===== src/rtl/memory_access_stage.sv =====
// ---------------------------------------------------------------------------
// memory_access_stage
//   Y86-64 memory stage. Sits between the M pipe register and the W pipe
//   register. Decodes M_icode_i into a data-memory read or write, runs a
//   req/ack handshake on the data-memory port, and returns the loaded value
//   and final stage status. While an access is outstanding, m_busy_o asks the
//   hazard unit to stall F/D/E/M (and bubble W). Forwarding taps m_valM_o.
//
//   Optional feature (compile-time macro DMEM_TIMEOUT_EN):
//     abort an unacknowledged request after TIMEOUT_CYCLES cycles of req
//     and report SADR. Without the macro a request waits for ack forever.
//
// Ports
//   clk_i, rst_n_i          clock (rising edge), async active-low reset
//   M_stat_i/M_icode_i      status and icode from the M pipe register
//   M_valE_i/M_valA_i       effective address / store data or stack pointer
//   W_stall_i               W register stalled; instruction may not leave M
//   dmem_req_o/we_o         request valid / 1 = write
//   dmem_addr_o/wdata_o     byte address / write data
//   dmem_ack_i/rdata_i/err_i  completion, read data, invalid address
//   m_valM_o/m_stat_o       loaded value / stage status
//   m_busy_o                access in flight (stall request)
// ---------------------------------------------------------------------------
module memory_access_stage #(
  parameter int TIMEOUT_CYCLES = 64,
  parameter int TIMEOUT_W      = 7
) (
  input  logic        clk_i,
  input  logic        rst_n_i,
  input  logic [2:0]  M_stat_i,
  input  logic [3:0]  M_icode_i,
  input  logic [63:0] M_valE_i,
  input  logic [63:0] M_valA_i,
  input  logic        W_stall_i,
  output logic        dmem_req_o,
  output logic        dmem_we_o,
  output logic [63:0] dmem_addr_o,
  output logic [63:0] dmem_wdata_o,
  input  logic        dmem_ack_i,
  input  logic [63:0] dmem_rdata_i,
  input  logic        dmem_err_i,
  output logic [63:0] m_valM_o,
  output logic [2:0]  m_stat_o,
  output logic        m_busy_o
);

  localparam logic [3:0] IRMMOVQ = 4'h4;
  localparam logic [3:0] IMRMOVQ = 4'h5;
  localparam logic [3:0] ICALL   = 4'h8;
  localparam logic [3:0] IRET    = 4'h9;
  localparam logic [3:0] IPUSHQ  = 4'hA;
  localparam logic [3:0] IPOPQ   = 4'hB;

  localparam logic [2:0] SAOK = 3'd1;
  localparam logic [2:0] SADR = 3'd3;

  typedef enum logic [1:0] {
    ST_IDLE,
    ST_WAIT,
    ST_DONE
  } state_t;

  state_t      state, state_nxt;
  logic [63:0] valm_q, valm_d;
  logic        err_q, err_d;
  logic        is_read, is_write, mem_op;
  logic        req;

  // Instruction decode.
  // NOTE: every combinational output gets a default first so no path leaves it
  // unassigned; otherwise synthesis infers a latch.
  always_comb begin
    is_read  = 1'b0;
    is_write = 1'b0;
    unique case (M_icode_i)
      IMRMOVQ, IPOPQ, IRET:   is_read  = 1'b1;
      IRMMOVQ, IPUSHQ, ICALL: is_write = 1'b1;
      default: ;
    endcase
  end

  // Bubbles and faulted instructions never touch memory.
  assign mem_op = (is_read | is_write) & (M_stat_i == SAOK);

  // Stack pops read through the old stack pointer carried in valA.
  assign dmem_addr_o  = (M_icode_i == IPOPQ || M_icode_i == IRET) ? M_valA_i : M_valE_i;
  assign dmem_wdata_o = M_valA_i;
  assign dmem_we_o    = is_write;

`ifdef DMEM_TIMEOUT_EN
  // count holds the number of cycles req has been high without ack, the
  // issuing IDLE cycle included, so req is high at most TIMEOUT_CYCLES cycles.
  localparam logic [TIMEOUT_W-1:0] TIMEOUT_LAST = TIMEOUT_W'(TIMEOUT_CYCLES - 1);
  logic [TIMEOUT_W-1:0] count;
  logic                 timeout;

  assign timeout = (count == TIMEOUT_LAST);

  always_ff @(posedge clk_i or negedge rst_n_i) begin
    if (!rst_n_i) begin
      count <= '0;
    end else if (state == ST_IDLE && state_nxt == ST_WAIT) begin
      count <= TIMEOUT_W'(1);
    end else if (state == ST_WAIT && state_nxt == ST_WAIT) begin
      count <= count + TIMEOUT_W'(1);
    end else begin
      count <= '0;
    end
  end
`else
  logic unused_timeout_cfg;
  assign unused_timeout_cfg = ^TIMEOUT_W'(TIMEOUT_CYCLES);
`endif

  // Next-state and capture logic.
  always_comb begin
    state_nxt = state;
    valm_d    = valm_q;
    err_d     = err_q;
    req       = 1'b0;
    unique case (state)
      ST_IDLE: begin
        // Zero-cycle issue: the request goes out in the cycle the
        // instruction arrives in M.
        req = mem_op;
        if (mem_op) begin
          if (dmem_ack_i) begin
            state_nxt = ST_DONE;
            valm_d    = is_read ? dmem_rdata_i : 64'd0;
            err_d     = dmem_err_i;
          end else begin
            state_nxt = ST_WAIT;
          end
        end
      end
      ST_WAIT: begin
        // Inputs are frozen by the stall, so addr/we/wdata stay stable.
        req = 1'b1;
        if (dmem_ack_i) begin
          state_nxt = ST_DONE;
          valm_d    = is_read ? dmem_rdata_i : 64'd0;
          err_d     = dmem_err_i;
        end
`ifdef DMEM_TIMEOUT_EN
        else if (timeout) begin
          state_nxt = ST_DONE;
          valm_d    = 64'd0;
          err_d     = 1'b1;
        end
`endif
      end
      ST_DONE: begin
        // Result is presented until W accepts the instruction; no re-issue.
        if (!W_stall_i) state_nxt = ST_IDLE;
      end
      default: state_nxt = ST_IDLE;
    endcase
  end

  // NOTE: sequential state uses non-blocking assignments so every register
  // samples the pre-edge values regardless of statement order.
  always_ff @(posedge clk_i or negedge rst_n_i) begin
    if (!rst_n_i) begin
      state  <= ST_IDLE;
      valm_q <= 64'd0;
      err_q  <= 1'b0;
    end else begin
      state  <= state_nxt;
      valm_q <= valm_d;
      err_q  <= err_d;
    end
  end

  // Outputs are forced low while reset is asserted so an in-flight request
  // drops immediately rather than at the next edge.
  assign dmem_req_o = rst_n_i & req;
  assign m_busy_o   = rst_n_i & mem_op & (state != ST_DONE);
  assign m_valM_o   = (rst_n_i && state == ST_DONE) ? valm_q : 64'd0;
  assign m_stat_o   = !rst_n_i                     ? 3'd0 :
                      (state == ST_DONE && err_q)  ? SADR : M_stat_i;

endmodule

===== config.mk =====
export PLATFORM = sky130hd
export DESIGN_NAME = memory_access_stage
export DESIGN_NICKNAME = d
export VERILOG_FILES = /design/src/rtl/memory_access_stage.sv
export SDC_FILE = /design/constraint.sdc
export NUM_CORES = 1
export LEC_CHECK = 0
export BUFFER_PORTS_ARGS = -buffer_cell sky130_fd_sc_hd__clkbuf_2
export CORE_AREA = 3 3 156 158
export CTS_CLUSTER_DIAMETER = 200
export DETAILED_ROUTE_END_ITERATION = 7
export DIE_AREA = 0 0 159 161
export SYNTH_ARGS = -nofsm -noshare
export SYNTH_HDL_FRONTEND = slang
export SYNTH_SLANG_ARGS = --single-unit

===== constraint.sdc =====
create_clock -name clk_i -period 1.6 [get_ports clk_i]
set_input_delay 0.08 -clock clk_i [delete_from_list [all_inputs] [get_ports clk_i]]
set_output_delay 0.08 -clock clk_i [all_outputs]
set_load 0.02 [all_outputs]

==> reports/qor.yml <==
worst_slew_pin_slew_ns: 1.03
peakVddDrop_mv: 0.390
rr_worst_depth: 6
slew-limit-headroom: 0.316
synth_fa_ha_area_frac: 0
ant_nets: 0
layout-drive-gt1-share: 0.680
clock_skew_ns: 0.00650
cts_tree: "built"
syn_nets: 584
final_util: 0.346
synth-compound-area-share: 0.144
fin_ws_ns: -0.0383
synth_most_common_cell: "dfrtp_1"
place.gp.congestion: 0.995
die_area_um2: 25600
status: "finished, violations left"
synth_area_um2: 4180
fmax_mhz: 610
crit_path_start_kind: "register"
nNetsFinal: 994
critPathCapture: "m_valM_o[36]"
post_synth.cell_area_avg_um2: 11.0
netlist_top_cells_area: "dfrtp_1, mux2_2, a22o_1"
critPathMaxStageDelay_ns: 0.42
rsz0062_at_grt: "yes"
crit_buf_inv: 3
yosysSeqAreaShare: 0.401
p_leak_uw: 0.00428
grt_max_degree: 37
place_area_um2: 6170
r2r_end: "valm_q[16]$_DFFE_PN0P_"
ys_warn_count: 0
synth_top_family_by_area: "multiplexers"
grt_pass1_wl_um: 32600
via_count: 4833
dpl.hpwl_um: 16500
numCtsBuffers: 9
portBuffers: 401
setup_viol: 20
timing.hold.ws_ns: 0.237
crit_path_top_delay_cell: "dfrtp_2"
grt_pass1_vias: 5070
area_growth_pct: 92.8
core_um2: 23300
ys_seq_elements: 67
boundaryPins: 402
drv_cap: 0
num_rows: 56
synth_cells: 380
critPathArrivalTime_ns: 1.56
critical_path_class: "reg2out"
drt-total-wl_um: 23100
first_pass_iters: 5
clk_latency_ns: 0.32
grt_use_total: 0.166
wire_per_inst_um: 20.8
cp_max_fo: 14
h-tree-depth: 3
yosys.cell_types.count: 23
reg2reg_slack_ns: 0.05
synth_xor_area_frac: 0
synth_edf_count: 0
p_per_area_nw_per_um2: 750
viasPerCell: 4.35
cts_sinks: 67
drc_errors: 0
chipHeight_um: 161
synthMuxAreaShare: 0.175
synthFlopType: "dfrtp_1"
final-max-slew-violation-count: 0
clockBufferDepth: 2
final_cell_area_um2: 8060
cp_top_family: "buffers and inverters"
overflow: 0
start_util: 0.180
die_w_um: 159
required_ns: 1.52
hold_viol_final: 0
drt_iter0_drc: 253
min_period_ns: 1.64
cp_num_cells: 5
violations: "negative setup slack"
synth.top_cell.area_share: 0.401
synth-simple-area-share: 0.122
hp-class: "in2async"
worstSetupStartpoint: "state[0]$_DFFE_PN0P_"
dp_slack_ns: -0.145
antennaDiodeCount: 0
grt_antenna_before_repair: 1
root_buffer: "clkbuf_16"
fin_crit_sh: 1.02
reg2reg_from: "state[0]$_DFFE_PN0P_"
synth_area_leader_cell: "dfrtp_1"
cp-end-kind: "primary output"
async_reset_ff_frac: 1.00
synthTopCellsByCount: "dfrtp_1, a22o_1, and3_1, buf_4, mux2_2"
path_clk_slew_ns: 0.06
crit_chain: "nor2b_4 -> buf_12 -> buf_16 -> and3_1 -> clkbuf_8"
==> cells by family after synthesis <==
logic type | after synthesis
buffers and inverters | 97
AND/OR/NAND/NOR | 82
multiplexers | 65
AO/OA/AOI/OAI | 69
flip-flops | 67
==> worst register-to-register path: stages (launching register included) <==
cell and delay (ns):
dfrtp_2 0.42, buf_4 0.16, o211ai_1 0.26, nor2_4 0.07
buf_12 0.15, clkbuf_16 0.18, a22o_1 0.20
==> report_power, final <==
part | total (µW) | switching, µW | internal (µW)
registers | 2160 | 172 | 1990
logic | 1730 | 861 | 872
clock network | 2150 | 717 | 1430
==> cells in the final DEF (no fill, tap or decap), types with 3 or more instances in the layout <==
cell / n
a22o_1: 64
and3_1: 38
and3_4: 26
buf_12: 11
buf_4: 13
buf_6: 9
buf_8: 15
clkbuf_16: 11
clkbuf_2: 335
clkbuf_8: 42
dfrtp_1: 66
dlygate4sd3_1: 69
mux2_2: 64
nand2_1: 3
nor2_1: 4
==> worst min path at each step <==
| stage | cells past startpoint | endpoint | start |
|---|---|---|---|
| 2_1_floorplan | 0 | err_q$_DFFE_PN0P_ | rst_n_i |
| 3_3_place_gp | 1 | state[0]$_DFFE_PN0P_ | rst_n_i |
| 3_5_place_dp | 1 | state[0]$_DFFE_PN0P_ | rst_n_i |
| 4_1_cts | 3 | valm_q[24]$_DFFE_PN0P_ | rst_n_i |
| 5_1_grt | 3 | valm_q[38]$_DFFE_PN0P_ | rst_n_i |
| 6_report | 3 | valm_q[31]$_DFFE_PN0P_ | rst_n_i |
==> layer usage <==
layer,global-route usage,share of wire,vias to the layer above
li1,-,-,2155
met1,0.195,0.39,2357
met2,0.284,0.50,276
met3,0.0541,0.078,43
met4,0.0597,0.029,2
met5,0,0.00056,-
==> layout make-up <==
| class | instances | area [µm²] |
|---|---|---|
| fillers | 2338 | 15200 |
| repair buffers | 496 | 3650 |
| multi-input cells | 216 | 2010 |
| flip-flops and latches | 67 | 1680 |
| well taps | 319 | 399 |
| clock buffers | 12 | 256 |
| clock inverters | 2 | 60.1 |
==> per-stage QoR <==
stage               total power, µW  cells  TNS, ns
finish                         6040   1112   -0.195
global route                   6300   1112    -2.52
CTS                            6060   1110    -1.89
detailed placement             3640   1018   -0.560
global placement               3630   1018   -0.413
floorplan                      3030    380        0
==> flip-flops by register name, summed over array words and instances, names as in the netlist <==
register	cells
valm_q	64
state	2
err_q	1
==> what timing repair did <==
item / CTS / global route
pin swaps: 4 / 10
hold buffers: 70 / 0
gates cloned: 2 / 2
setup endpoints to repair: 50 / 107
resized for setup: 131 / 63
hold endpoints to repair: 108 / 0
buffers inserted: 6 / 1
Power figures use the tool's default switching activity.
